### src/rtl/gci_hub_specialmem_port.sv
// Master-side access port for the GCI hub special memory: range/alignment check,
// one-cycle read issue, timeout guard, held response and saturating error count.
module gci_hub_specialmem_port #(
   parameter logic [31:0] BASE_ADDR = 32'h0000_0000,
   parameter int unsigned TIMEOUT   = 16
)(
   input  logic        iCLOCK,
   input  logic        iRESET,
   input  logic        iMASTER_REQ,
   output logic        oMASTER_BUSY,
   input  logic        iMASTER_RW,
   input  logic [31:0] iMASTER_ADDR,
   input  logic [31:0] iMASTER_DATA,
   output logic        oMASTER_VALID,
   output logic        oMASTER_ERR,
   output logic [31:0] oMASTER_DATA,
   input  logic        iMASTER_LOCK,
   output logic        oSM_REQ,
   output logic [9:0]  oSM_ADDR,
   input  logic        iSM_VALID,
   input  logic [31:0] iSM_DATA,
   output logic [7:0]  oERR_COUNT
);

   typedef enum logic [1:0] {IDLE, ISSUE, WAIT, RESP} state_t;

   state_t      r_state, w_next;
   logic [9:0]  r_addr;
   logic [7:0]  r_tmo;
   logic [31:0] r_data;
   logic        r_err;
   logic        r_sm_req;
   logic        r_valid;
   logic [7:0]  r_err_cnt;
   logic        w_req_err;
   logic        w_resp_err;
   logic        w_enter_resp;
   logic        w_unused;

   // The window is read-only, so write data never reaches the datapath.
   assign w_unused  = ^iMASTER_DATA;
   assign w_req_err = iMASTER_RW | (iMASTER_ADDR[1:0] != 2'b00) |
                      (iMASTER_ADDR[31:10] != BASE_ADDR[31:10]);

   always_ff @(posedge iCLOCK or posedge iRESET) begin
      if (iRESET) r_state <= IDLE;
      else        r_state <= w_next;
   end

   always_comb begin
      w_next     = r_state;
      w_resp_err = 1'b0;
      case (r_state)
         IDLE: if (iMASTER_REQ) begin
            if (w_req_err) begin
               w_next     = RESP;
               w_resp_err = 1'b1;
            end else begin
               w_next = ISSUE;
            end
         end
         ISSUE: w_next = iSM_VALID ? RESP : WAIT;
         WAIT: begin
            if (iSM_VALID) begin
               w_next = RESP;
            end else if (r_tmo == 8'd0) begin
               w_next     = RESP;
               w_resp_err = 1'b1;
            end
         end
         RESP: if (!iMASTER_LOCK) w_next = IDLE;
         default: w_next = IDLE;
      endcase
   end

   assign w_enter_resp = (w_next == RESP) && (r_state != RESP);

   always_ff @(posedge iCLOCK or posedge iRESET) begin
      if (iRESET) begin
         r_addr    <= 10'd0;
         r_tmo     <= 8'd0;
         r_data    <= 32'd0;
         r_err     <= 1'b0;
         r_sm_req  <= 1'b0;
         r_valid   <= 1'b0;
         r_err_cnt <= 8'd0;
      end else begin
         r_sm_req <= (w_next == ISSUE);
         r_valid  <= (w_next == RESP);
         // Offset doubles as the registered memory address: live only in ISSUE/WAIT.
         if (r_state == IDLE && w_next == ISSUE) r_addr <= iMASTER_ADDR[9:0];
         else if (w_next != ISSUE && w_next != WAIT) r_addr <= 10'd0;
         if (r_state == ISSUE && !iSM_VALID)
            r_tmo <= 8'(TIMEOUT - 1);
         else if (r_state == WAIT && !iSM_VALID && r_tmo != 8'd0)
            r_tmo <= r_tmo - 8'd1;
         if (w_enter_resp) begin
            r_err  <= w_resp_err;
            r_data <= w_resp_err ? 32'd0 : iSM_DATA;
         end else if (r_state == RESP && w_next == IDLE) begin
            r_err  <= 1'b0;
            r_data <= 32'd0;
         end
         if (w_enter_resp && w_resp_err && r_err_cnt != 8'hFF)
            r_err_cnt <= r_err_cnt + 8'd1;
      end
   end

   assign oMASTER_BUSY  = (r_state != IDLE);
   assign oMASTER_VALID = r_valid;
   assign oMASTER_ERR   = r_err;
   assign oMASTER_DATA  = r_data;
   assign oSM_REQ       = r_sm_req;
   assign oSM_ADDR      = r_addr;
   assign oERR_COUNT    = r_err_cnt;

endmodule

### config.mk
export PLATFORM = sky130hd
export DESIGN_NAME = gci_hub_specialmem_port
export DESIGN_NICKNAME = d
export VERILOG_FILES = /design/src/rtl/gci_hub_specialmem_port.sv
export SDC_FILE = /design/constraint.sdc
export NUM_CORES = 1
export LEC_CHECK = 0
export CAP_MARGIN = 20
export CORE_MARGIN = 1
export CORE_UTILIZATION = 40
export CTS_CLUSTER_DIAMETER = 40
export CTS_CLUSTER_SIZE = 20
export DETAILED_ROUTE_END_ITERATION = 10
export GPL_TIMING_DRIVEN = 0
export PLACE_DENSITY_LB_ADDON = 0.3
export SLEW_MARGIN = 10
export SYNTH_ARGS = -nofsm -noshare
export SYNTH_HDL_FRONTEND = slang
export SYNTH_SLANG_ARGS = --single-unit
export TNS_END_PERCENT = 30
### constraint.sdc
create_clock -name iCLOCK -period 4.8 [get_ports iCLOCK]
set_clock_uncertainty 0.15 [all_clocks]
set_input_delay 1.2 -clock iCLOCK [delete_from_list [all_inputs] [get_ports iCLOCK]]
set_output_delay 1.2 -clock iCLOCK [all_outputs]
set_load 0.02 [all_outputs]
==> summary.md <==
| Metric | Value |
|---|---|
| Outcome | `complete, no violations` |
| Period Utilization, post-route | `71.85%` |
| Min cycle time layout | `3.449 ns` |
| Die area | `0.006913 mm²` |
| Number of H-tree levels | `3` |
| FP Rows | `29` |
| Die W | `83.15 µm` |
| Routed Antenna Nets | `0` |
| Cell area after layout | `0.004194 mm²` |
| # resized after CTS | `0` |
| Grt peak-use layer | `met2` |
| Synth Instances | `210` |
| Total gr overflow | `0` |
| Clk sinks | `63` |
| Grt met1 use | `24.59%` |
| Initial Util | `41.48%` |
| Setup TNS | `0 ns` |
| Post-synth ARST share | `100.0%` |
| Max_cap viols | `0` |
| DP Area | `0.003964 mm²` |
| Hold WS | `0.3332 ns` |
| Worst path required time | `4.93 ns` |
| Drt first-iter violations | `84` |
| Area grow syn2layout | `59.24%` |
| Port buffer count | `123` |
| All-Layer GR Usage | `19.72%` |
| Wire per inst | `14.95 µm` |
| RSZ-0062 raised after global routing | `no` |
| Worst-skew pair later-pin latency | `0.34 ns` |
| Most common cell after layout, fill and taps aside | `clkdlybuf4s50_1` |
| Post-synthesis sequential area ratio | `59.86%` |
| Peak supply drop | `0.4243 mV` |
| Number of global-route vias before repair | `2,243` |
| Most frequent cells in the layout | `clkdlybuf4s50_1 (123), dfrtp_1 (63), a22o_1 (40), nand2_1 (13), clkbuf_8 (10)` |
| Met3 usage | `6.461%` |
| Pin count of the biggest net entering global routing | `64` |
| Syn Area/Cell | `12.54 µm²` |
| CTS Hold Bufs | `0` |
| Setup Viol. Count Final | `0` |
| Post-synth EDFFs | `0` |
| Final WL | `6.368 mm` |
| Placer's final routability congestion estimate | `0.7579` |
| TritonCTS clock tree | `built` |
| Final hold violation count | `0` |
| Post-DP HPWL | `4.651 mm` |
| Pwr Density | `580.9 mW/mm²` |
| Syn Nets | `314` |
| Initial antenna violation count | `0` |
| Max Buffers Root-to-Sink | `2` |
| DRT Pass-1 Iters | `4` |
| Post-CTS setup buffers | `0` |
| Clk slew on worst S/H paths | `0.07 ns` |
| Post-route non-filler standard cell count | `426` |
| Vias | `2,221` |
| Relative slew slack | `42.93%` |
| Root buffer cell | `clkbuf_8` |
| Ports | `156` |
| Arr. time, crit path | `3.57 ns` |
| Global-route wire length before repair | `10.61 mm` |
| Placed cells | `410` |
| Via density | `5.214` |
| Crit path launch type | `input port` |
| Max Freq | `0.2900 GHz` |
| Synth Warn # | `0` |
| Fin util | `66.05%` |
| Mapped cell area | `0.002634 mm²` |
| #FFs+latches synth | `63` |
| Chip Height | `83.15 µm` |
| Ant diodes | `0` |
| Leakage | `1.783 nW` |
| Total CTS buffers | `9` |
| Prevailing post-synth register cell | `dfrtp_1` |
| Hold WC Path Type | `reg -> reg` |
| Critical path class | `in -> reg` |
| Crit-path max FO | `10` |
| Drt drc | `0` |
| Netlist cell types | `35` |
| Met2 usage | `31.00%` |
| Core area | `0.006350 mm²` |
| # nets final | `448` |
| Share of cells above drive strength 1 | `8.596%` |
| Worst Tran Pin Value | `0.8489 ns` |
| Pins Over Slew Limit | `0` |
| CP endpoint kind | `register` |
[per-layer routing]
layer | up-vias | wire length [µm]
met1 | 1056 | 2726
met2 | 91 | 3029
met4 | 0 | 211
li1 | 1055 | -
met5 | - | 0
met3 | 19 | 401
[worst max-delay path: stages]
cell	delay, ns
clkdlybuf4s50_1	0.40
nor4_1	0.36
nand4_1	0.25
o311ai_2	0.69
nor2b_1	0.24
buf_6	0.15
buf_6	0.14
a22o_1	0.15
[flip-flops by register name, indices dropped and copies added, names as in the netlist]
register	flops
oMASTER_DATA	32
r_state	2
r_tmo	8
oMASTER_ERR	1
oMASTER_VALID	1
oSM_ADDR	10
oERR_COUNT	8
oSM_REQ	1
[final timing paths]
kind	start	to	slack [ns]	cells after the start
max in group asynchronous	iRESET	oMASTER_DATA[27]	2.80	2
min in group asynchronous	iRESET	oSM_ADDR[6]	1.20	2
setup reg to reg	r_tmo[2]	oMASTER_DATA[2]	2.20	8
hold / removal	r_tmo[5]	r_tmo[5]	0.33	1
hold reg to reg	r_tmo[5]	r_tmo[5]	0.33	1
setup / recovery	iMASTER_ADDR[13]	oMASTER_DATA[2]	1.35	8
[cells by family after synthesis]
group / share of synthesized area (%)
buffers and inverters: 3.610
XOR/XNOR: 2.993
AO/OA/AOI/OAI: 19.57
flip-flops: 59.86
multiplexers: 2.090
adder cells (fa/ha/maj): 0.9500
AND/OR/NAND/NOR: 10.93
[power breakdown]
group          internal, mW  switching (mW)  total, mW
clock                 0.309           0.221      0.530
sequential            0.708           0.128      0.836
combinational         0.539           0.531       1.07
[cell usage after synthesis, types with 2 or more instances]
library cell	count	share of area, %
mux2_2	4	1.7
inv_1	8	1.1
nor3_1	5	0.95
xor2_1	6	2.0
a22o_1	40	13
nand4_1	4	0.95
nor4_1	6	1.4
a211oi_1	6	1.7
dfrtp_1	63	60
xnor2_1	3	1.0
o31ai_1	2	0.57
buf_6	4	1.7
o21ai_0	3	0.57
and2_1	3	0.71
nand2b_1	5	1.2
nand3_1	5	0.95
o211ai_1	3	0.86
nor2_1	6	0.86
clkbuf_1	4	0.57
a21oi_1	2	0.38
nand2_1	13	1.9
ha_1	2	0.95
[per-stage QoR]
step / setup slack, ns / power, mW
after floorplan: 1.845 / 1.437
after global placement: 0.7876 / 1.892
after detailed placement: 0.9606 / 1.922
after CTS: 1.305 / 2.456
after global routing: 1.131 / 2.568
final: 1.351 / 2.436
[area by class of cell]
| type | instances | area (µm²) |
|---|---|---|
| inverters | 8 | 32.53 |
| flip-flops and latches | 63 | 1577 |
| clock inverters | 6 | 92.59 |
| plain buffers | 9 | 65.06 |
| clock buffers | 10 | 137.6 |
| repair buffers | 123 | 1231 |
| well taps | 77 | 96.34 |
| fillers | 495 | 2156 |
| multi-input cells | 130 | 962.2 |
No activity file was read; power rests on OpenSTA's default activity.
